**config.mk**
```make
export PLATFORM = sky130hd
export DESIGN_NAME = counter
export DESIGN_NICKNAME = d
export VERILOG_FILES = /design/src/rtl/counter.sv
export SDC_FILE = /design/constraint.sdc
export NUM_CORES = 1
export LEC_CHECK = 0
export CAP_MARGIN = 20
export CORE_AREA = 5 5 42 44
export DETAILED_ROUTE_END_ITERATION = 6
export DIE_AREA = 0 0 47 49
export PLACE_DENSITY = 0.58
export SYNTH_ARGS = -nofsm -noshare
export SYNTH_HDL_FRONTEND = slang
export SYNTH_SLANG_ARGS = --single-unit
```
**constraint.sdc**
```tcl
create_clock -name clk -period 4.02 [get_ports clk]
set_input_delay 0.603 -clock clk [delete_from_list [all_inputs] [get_ports clk]]
set_output_delay 0.603 -clock clk [all_outputs]
set_load 0.005 [all_outputs]
```
**src/rtl/counter.sv**
```systemverilog
// ---------------------------------------------------------------------------
// counter
//
// Triggered one-shot up-counter used as a step sequencer. A rising edge on
// `trigger` starts a run that drives `out` through 1, 2, ..., MAX_COUNT on
// consecutive clock cycles. After the terminal count `out` returns to 0 and
// the block waits for the next rising edge. A rising edge seen during a run
// restarts the run at 1.
//
// Parameters:
//   WIDTH      - width of `out` (1..31)
//   MAX_COUNT  - terminal count, 1 <= MAX_COUNT <= 2**WIDTH - 1
//
// Ports:
//   clk        - single clock, all state updates on its rising edge
//   rst_n      - asynchronous reset, ACTIVE-HIGH despite the name; clears
//                state, edge-detect history and count immediately
//   trigger    - level start request, only its synchronous rising edge acts
//   out        - registered current step number (0 when idle)
// ---------------------------------------------------------------------------
module counter #(
   parameter int WIDTH     = 4,
   parameter int MAX_COUNT = 15
) (
   input  logic             clk,
   input  logic             rst_n,
   input  logic             trigger,
   output logic [WIDTH-1:0] out
);

   // Parameter legality is checked at elaboration so an out-of-range
   // terminal count can never be built.
   if (WIDTH < 1 || WIDTH > 31) begin : g_bad_width
      $error("counter: WIDTH must be in 1..31");
   end
   if (MAX_COUNT < 1 || longint'(MAX_COUNT) > ((longint'(1) << WIDTH) - longint'(1))) begin : g_bad_max
      $error("counter: MAX_COUNT must be in 1..2**WIDTH-1");
   end

   localparam logic [WIDTH-1:0] CNT_ZERO = {WIDTH{1'b0}};
   localparam logic [WIDTH-1:0] CNT_ONE  = {{(WIDTH-1){1'b0}}, 1'b1};
   localparam logic [WIDTH-1:0] CNT_MAX  = WIDTH'(MAX_COUNT);

   // Two-hot-free encoding: 2'b00 and 2'b11 are illegal and recover to IDLE.
   typedef enum logic [1:0] {
      ST_IDLE  = 2'b01,
      ST_COUNT = 2'b10
   } state_t;

   state_t           state_r;
   logic             trig_d_r;
   logic [WIDTH-1:0] count_r;

   logic             start_s;
   logic             at_max_s;

   // Next step value, wraps modulo 2**WIDTH (wrap is unreachable because
   // the run ends at CNT_MAX).
   function automatic logic [WIDTH-1:0] next_count(input logic [WIDTH-1:0] cur);
      next_count = cur + CNT_ONE;
   endfunction

   // Rising-edge detect of the level trigger against the last sampled value.
   assign start_s  = trigger & ~trig_d_r;

   // Terminal-count detect on the current count.
   assign at_max_s = (count_r == CNT_MAX);

   // Sequencer FSM: edge history, state and count register in one block.
   always_ff @(posedge clk or posedge rst_n) begin
      if (rst_n) begin
         state_r  <= ST_IDLE;
         trig_d_r <= 1'b0;
         count_r  <= CNT_ZERO;
      end else begin
         trig_d_r <= trigger;
         case (state_r)
            ST_IDLE: begin
               if (start_s) begin
                  state_r <= ST_COUNT;
                  count_r <= CNT_ONE;
               end else begin
                  state_r <= ST_IDLE;
                  count_r <= CNT_ZERO;
               end
            end
            ST_COUNT: begin
               // A retrigger wins over the terminal count, so a start on the
               // last step continues straight into a new run with no idle gap.
               if (start_s) begin
                  state_r <= ST_COUNT;
                  count_r <= CNT_ONE;
               end else if (at_max_s) begin
                  state_r <= ST_IDLE;
                  count_r <= CNT_ZERO;
               end else begin
                  state_r <= ST_COUNT;
                  count_r <= next_count(count_r);
               end
            end
            default: begin
               state_r <= ST_IDLE;
               count_r <= CNT_ZERO;
            end
         endcase
      end
   end

   assign out = count_r;

   counter_chk #(
      .WIDTH     (WIDTH),
      .MAX_COUNT (MAX_COUNT)
   ) u_chk (
      .clk   (clk),
      .rst_n (rst_n),
      .state (state_r),
      .count (count_r)
   );

endmodule

// ---------------------------------------------------------------------------
// counter_chk
//
// Run-time invariants of the counter FSM. Contains only immediate assertions
// and no logic that affects the design.
//
// Ports:
//   clk    - design clock
//   rst_n  - active-high asynchronous reset of the design
//   state  - raw state register encoding
//   count  - count register
// ---------------------------------------------------------------------------
module counter_chk #(
   parameter int WIDTH     = 4,
   parameter int MAX_COUNT = 15
) (
   input logic             clk,
   input logic             rst_n,
   input logic [1:0]       state,
   input logic [WIDTH-1:0] count
);

   localparam logic [WIDTH-1:0] CNT_ZERO = {WIDTH{1'b0}};
   localparam logic [WIDTH-1:0] CNT_MAX  = WIDTH'(MAX_COUNT);

   // Sample invariants on every clock edge outside reset.
   always @(posedge clk) begin
      if (rst_n == 1'b0) begin
         assert (state == 2'b01 || state == 2'b10)
            else $error("counter_chk: illegal state encoding %b", state);
         assert (count <= CNT_MAX)
            else $error("counter_chk: count %0d above terminal count", count);
         assert (state != 2'b01 || count == CNT_ZERO)
            else $error("counter_chk: nonzero count %0d while idle", count);
      end
   end

endmodule

```
**Yosys cells after proc, flatten, opt, wreduce, memory -nomap -nowiden**

Index checks and enable logic that the tools add are counted.

- Flip-flop bits (word level): 7
- Input bits: 3
- Output and inout port bits: 4
- Logic and storage cells: 17

- $add $sub $neg: 1
- Equal/unequal tests: 3
- Mux-type cells: 8
- Bitwise operators: 2

Operators by type and width:

| operator | count |
|---|---|
| 4-bit 2-to-1 mux | 2 |
| 4-bit one-hot mux with 2 select lines | 1 |
| 2-bit 2-to-1 mux | 3 |
| 4-bit by 1-bit adder with 4-bit output (second input constant) | 1 |
| 4-bit equality test (second input constant) | 1 |
| 2-bit one-hot mux with 2 select lines | 1 |
| 2-bit by 1-bit equality test with 1-bit output (second input constant) | 1 |
| 2-bit equality test (second input constant) | 1 |
| 1-bit AND | 1 |
| 1-bit 2-to-1 mux | 1 |
| 1-bit NOT | 1 |

**Longest topological paths before layout**

Gate-level depths: netlist of run 1.

- Word-level depth: 4
- Gate-level depth with buffers: 4
- Mapped depth without buffers: 4

**Worst setup path before layout of run 1**

OpenSTA, ideal clock, no wires.

- Path kind: register to register
- From: reg state_r[0]
- To: reg count_r[3] (netlist: out[3])
- Library setup time: 0.073 ns
- Arrival time: 1.374 ns
- Required time: 3.947 ns
- Setup slack: 2.573 ns
- Stages on the path, launching flop included: 5
- Buffers on the path: 0
- Period minus slack after synthesis: 1.447 ns
- Path through: dfstp_2 > inv_1 > ha_1 > or3b_4 > a21oi_2

- Word-level cells in the longest chain between the ends: 2
- Elaborated cells between the ends (all ways): 3
- Those cells by class: 2 x eq/ne; 1 x mux

Ends and longest elaborated chain:

| item | line | text |
|---|---|---|
| start, declared | 50 | `state_t state_r;` |
| start signal, assigned | 72 | `state_r <= ST_IDLE;` |
| start signal, assigned | 80 | `state_r <= ST_COUNT;` |
| start signal, assigned | 83 | `state_r <= ST_IDLE;` |
| 2-bit equality test or 2-bit by 1-bit equality test with 1-bit output (tied branches) | 77 | `case (state_r)` |
| 4-bit one-hot mux with 2 select lines * | 77 |  |
| end signal, assigned | 98 | `count_r <= next_count(count_r);` |
| end, declared | 52 | `logic [WIDTH-1:0] count_r;` |

Every way passes the cells marked *; elsewhere a longest branch is shown, timed or not.

**Worst setup path in the final report of run 1**

- From: reg count_r[2] (netlist: out[2])
- To: out out[2]

RTL lines:

| item | line | text |
|---|---|---|
| end, declared | 28 | `output logic [WIDTH-1:0] out` |

No word-level cell between the ends.

==> results of run 1 <==
## area by class of cell
cell class	count	area share
Clock buffer	4	0.05660
Inverter	5	0.04043
Multi-Input combinational cell	21	0.3504
Sequential cell	7	0.3801
Tap cell	16	0.04313
Timing Repair Buffer	6	0.1294
## registers in the layout (all words and copies together), names as in the netlist
register  flops
out           4
state_r       2
trig_d_r      1
## layer usage
layer	up-vias	part of all wire	GRT usage	routed length [µm]
met3	2	0.036	0.02214	22
li1	134	-	-	-
met4	0	0.020	0.06912	12
met2	5	0.40	0.07240	243
met5	-	0	0	0
met1	112	0.55	0.09865	333
## cells in the mapped netlist
cell type and count:
nand2_1 1, o21bai_1 1, xnor2_1 1, a31oi_1 1
o21ai_1 3, nor2b_4 1, or3b_4 1, nor2_2 2
dfrtp_1 6, dfstp_2 1, a41oi_1 1, ha_1 3
inv_1 5, nand3_1 1, nand4b_1 1, a21oi_2 1
a21oi_1 3
## kinds of logic after synthesis
kind of cell               count (synthesis)  synth area share
AOI/OAI and AO/OA                         10            0.1713
and+or+nand+nor                            7            0.1538
adders and majority gates                  3            0.1049
DFF                                        7            0.4930
xor gates and xnor gates                   1           0.02448
buffers and inverters                      5           0.05245
## per-stage QoR
stage	cell area [µm²]	hold WS, ns	util	worst slack, ns
floorplan	357.8	0.4057	-	2.573
global placement	437.9	0.5890	0.3125	2.251
detailed placement	437.9	0.5785	0.3125	2.251
CTS	464.2	0.5905	0.3313	2.145
global route	464.2	0.6111	0.3313	2.087
finish	464.2	0.5864	0.3313	2.149
## power breakdown
| group | switching [mW] | total [mW] | leakage [nW] | internal (mW) |
|---|---|---|---|---|
| Combinational | 0.0316 | 0.0648 | 0.0882 | 0.0332 |
| Clock | 0.0232 | 0.0609 | 0.0150 | 0.0377 |
| Sequential | 0.00934 | 0.0960 | 0.0912 | 0.0867 |
| Total | 0.0641 | 0.222 | 0.194 | 0.158 |
## worst paths after layout
path | startpoint | endpoint | slack, ns | depth (start not counted)
max | out[2] | out[2] | 2.15 | 1
min | rst_n | trig_d_r | 0.59 | 2
max reg2reg | state_r[0] | out[3] | 2.51 | 4
min reg2reg | trig_d_r | state_r[0] | 0.59 | 2
max in group asynchronous | rst_n | state_r[0] | 3.17 | 2
min in group clk | trig_d_r | state_r[0] | 0.59 | 2
## cell usage in the layout (no fill, tap or decap)
cell type / count
or3b_4: 1
clkdlybuf4s50_1: 6
nand3_1: 1
a41oi_1: 1
ha_1: 3
xnor2_1: 1
a31oi_1: 1
a21oi_1: 3
dfrtp_1: 6
o21ai_1: 3
nor2_2: 2
clkbuf_1: 1
nand2_1: 1
o21bai_1: 1
nand4b_1: 1
a21oi_2: 1
nor2b_4: 1
dfstp_2: 1
inv_1: 5
clkbuf_4: 3
==> results.md, run 1 <==
- Initial antenna violation count: 0
- Share of cells above drive strength 1: 0.2093
- Crit. End Element: output port
- Initial drt markers: 4
- Max Cap Viol: 0
- Final nets: 50
- Hold-fix buffers at CTS: 0
- CTS H-tree lvls: 1
- WP buf/inv: 1
- Worst path max stage delay: 0.55 ns
- Number of distinct library cells after synthesis: 17
- Area Overhead vs Synth: 29.72%
- Seq cells post-synth: 7
- DR pass1 iterations: 2
- Routed vias: 253
- Die Ht: 49 µm
- Top cell type's share of synthesized area: 0.4196
- Fmax achieved: 0.5346 GHz
- Total Die Area: 0.002303 mm²
- First-pass GRT wire length: 1083 µm
- Cell Rows: 14
- Vias in the first global route: 263
- Diodes inserted: 0
- Avg Vias per Cell: 4.288
- Total power: 221.7 µW
- Drt drc: 0
- Core area: 0.001401 mm²
- Ports: 7
- Required time worst endpoint: 3.42 ns
- Total Wirelength: 611 µm
- Gr usage total: 0.06875
- Top cells by area, synth: dfrtp_1, ha_1, dfstp_2
- Worst Setup Path Type: reg2out
- Startpoint types: register
- Fin. Hold Viols: 0
- Skew-Pair Late Insertion Delay: 0.24 ns
- Largest net degree at the start of global routing: 8
- Layout Skew: 0.003834 ns
- Period utilisation layout: 0.4653
- Fill cells: 147
- Root Buffer: clkbuf_4
- Slew Limit Fails: 0
- Clock Sinks: 7
- Register Area: 176.4 µm²
- Post-synthesis sequential area ratio: 0.4930
- Total gr overflow: 0
- WL/cell: 10.36 µm
- Mapped Avg Cell Area: 10.84 µm²
- Antenna viol nets, final: 0
- Data arrival time at the worst-slack endpoint: 1.27 ns
- Cell accounting for the most synthesized area: dfrtp_1
- Post-synthesis instance total: 33
- CP max FO: 7
- CTS resizes: 0
- Worst-path cell chain: clkdlybuf4s50_1
- Post-Layout Cell Count: 59
- Status: complete, no violations
- VDD IR max: 0.2335 mV
- DP Cell Count: 55
- Syn nets: 39
- Multi-input logic area: 162.7 µm²
- Max_slew headroom: 0.8238
- Slew @ Worst Pin: 0.2641 ns
- Leakage: 0.1943 nW
- RSZ-0062 raised after global routing: false
- Final min period: 1.871 ns
- Max clock buf depth: 2
- Final setup violation count: 0
- Setup TNS Final: 0 ns
- CTS Buf Count: 3
- PD cells: 477.6 mW/mm²
- Hold WC Path Type: in2async
- CTS tree: built
- Port Buf Inserts: 6
- Routability cong.: 0.7754
- Post-CTS Repair Setup Buffers: 0
- Clock transition at path regs: 0.05 ns
- Initial Util: 0.2554
- CP max-delay cell: clkdlybuf4s50_1
- Chip width: 47 µm
- Mapped Area: 357.8 µm²
- Warnings from Yosys: 0
- Crit path max-delay family: buffers and inverters
(Power assumes the default switching activity.)
==> run 2: changes to the inputs <==
==> constraint.sdc (replaced) <==
create_clock -name clk -period 1.9 [get_ports clk]
set_input_delay 0.285 -clock clk [delete_from_list [all_inputs] [get_ports clk]]
set_output_delay 0.285 -clock clk [all_outputs]
set_load 0.005 [all_outputs]
==> run 2 against run 1 <==
Against the previous run:
- global-route usage is 0.86 points higher
- via count is 4.7% higher
- highest routed layer unchanged
- routed wire length is 7.5% higher
- utilization stayed put
- sequential share of layout area stayed put
==> results.md, run 2 (synthesis results as in run 1) <==
- Status: complete, no violations
- Initial antenna violation count: 0 (unchanged)
- Hold WC Path Type: in2async
- Max clock buf depth: 2 (unchanged)
- Data arrival time at the worst-slack endpoint: 1.28 ns (about the same)
- Total Die Area: 0.002303 mm² (unchanged)
- CTS H-tree lvls: 1 (unchanged)
- Core area: 0.001401 mm² (unchanged)
- PD cells: 1026 mW/mm² (+110%)
- Startpoint types: register
- Layout Skew: 0.002513 ns (-0.001321 ns)
- Fin. Hold Viols: 0 (unchanged)
- Final setup violation count: 0 (unchanged)
- Clock transition at path regs: 0.05 ns (about the same)
- Crit. End Element: output port
- Slew @ Worst Pin: 0.2712 ns (+0.007090 ns)
- Clock Sinks: 7 (unchanged)
- Chip width: 47 µm (unchanged)
- Worst path max stage delay: 0.55 ns (about the same)
- CTS tree: built
- Fmax achieved: 0.6394 GHz
- VDD IR max: 0.3477 mV (+49%)
- Cell Rows: 14 (unchanged)
- Share of cells above drive strength 1: 0.2093 (unchanged)
- DP Cell Count: 55 (unchanged)
- Largest net degree at the start of global routing: 8 (unchanged)
- Total Wirelength: 657 µm (+7.5%)
- Antenna viol nets, final: 0 (unchanged)
- Total gr overflow: 0 (unchanged)
- CP max-delay cell: clkdlybuf4s50_1
- Max_slew headroom: 0.8190 (-0.004732)
- Port Buf Inserts: 6 (unchanged)
- Worst R2R Path Depth: 4 (unchanged)
- Worst reg2reg setup slack: 0.40 ns (-2.11 ns)
- CP Depth: 1 (unchanged)
- Worst Setup Path Type: reg2out
- Hold-fix buffers at CTS: 0 (unchanged)
- Initial Util: 0.2554 (unchanged)
- Routed vias: 265 (+4.7%)
- Final nets: 50 (unchanged)
- Die Ht: 49 µm (unchanged)
- Max Cap Viol: 0 (unchanged)
- Dpl hpwl: 469.3 µm
- DR pass1 iterations: 2 (unchanged)
- Area Overhead vs Synth: 29.72% (unchanged)
- Post-CTS Repair Setup Buffers: 0 (unchanged)
- CTS resizes: 0 (unchanged)
- Final min period: 1.564 ns
- CP max FO: 7 (unchanged)
- Period utilisation layout: 0.8232
- Drt drc: 0 (unchanged)
- Max FFs per register: 4 (unchanged)
- Ports: 7 (unchanged)
- Post-Layout Cell Count: 59 (unchanged)
- Vias in the first global route: 283 (+7.6%)
- Gr usage total: 0.07730 (+0.008559)
- Diodes inserted: 0 (unchanged)
- Total power: 476.1 µW (+110%)
- Setup TNS Final: 0 ns (unchanged)
- Slew Limit Fails: 0 (unchanged)
- WL/cell: 11.14 µm (+7.5%)
- Avg Vias per Cell: 4.492 (+4.7%)
- Leakage: 0.1943 nW (unchanged)
- Routability cong.: 0.7127 (-8.1%)
- RSZ-0062 raised after global routing: false
- Root Buffer: clkbuf_4
- Crit path max-delay family: buffers and inverters
- CTS Buf Count: 3 (unchanged)
- First-pass GRT wire length: 1228 µm (+13%)
- Initial drt markers: 1 (-3)
- Skew-Pair Late Insertion Delay: 0.25 ns (about the same)
- Worst-path cell chain: clkdlybuf4s50_1
- Required time worst endpoint: 1.62 ns (-1.80 ns)
- Hold WS: 0.2588 ns (-0.3276 ns)
- Most frequent cells in the layout: clkdlybuf4s50_1, dfrtp_1, inv_1
- WP buf/inv: 1 (unchanged)
[run 2: per-stage QoR]
step | utilization | setup WS [ns] | area [µm²]
after floorplan | - | 0.4527 | 357.8
after global placement | 0.3125 | 0.4092 | 437.9
after detailed placement | 0.3125 | 0.4064 | 437.9
after CTS | 0.3313 | 0.3294 | 464.2
after global routing | 0.3313 | 0.2733 | 464.2
final | 0.3313 | 0.3359 | 464.2
[run 2: layer usage]
| metal | wire [µm] | GRT usage | up-vias | share of wire |
|---|---|---|---|---|
| met1 | 326 | 0.1079 | 119 | 0.50 |
| met3 | 25 | 0.03321 | 4 | 0.038 |
| met4 | 20 | 0.05530 | 0 | 0.030 |
| met5 | 0 | 0 | - | 0 |
| li1 | - | - | 134 | - |
| met2 | 286 | 0.09050 | 8 | 0.44 |
[run 2: path summary, 6_finish.rpt]
path / from / to
min in group clk: trigger / trig_d_r
worst max register to register: state_r[0] / out[3]
worst max-delay path: out[2] / out[2]
worst min-delay path: rst_n / out[2]
max in group asynchronous: rst_n / state_r[0]
worst min register to register: state_r[1] / state_r[1]
[run 2: area by class of cell]
cell class | count | area [µm²]
tap | 16 | 20.02
multi-input combinational | 21 | 162.7
inverter | 5 | 18.77
timing repair buffer | 6 | 60.06
fill | 156 | 937.1
sequential | 7 | 176.4
clock buffer | 4 | 26.28
[run 2: power by group]
| group | total (mW) | internal, mW | leakage [nW] | switching (mW) |
|---|---|---|---|---|
| clock network | 0.139 | 0.0804 | 0.0150 | 0.0590 |
| registers | 0.203 | 0.183 | 0.0912 | 0.0203 |
| logic | 0.133 | 0.0691 | 0.0882 | 0.0643 |
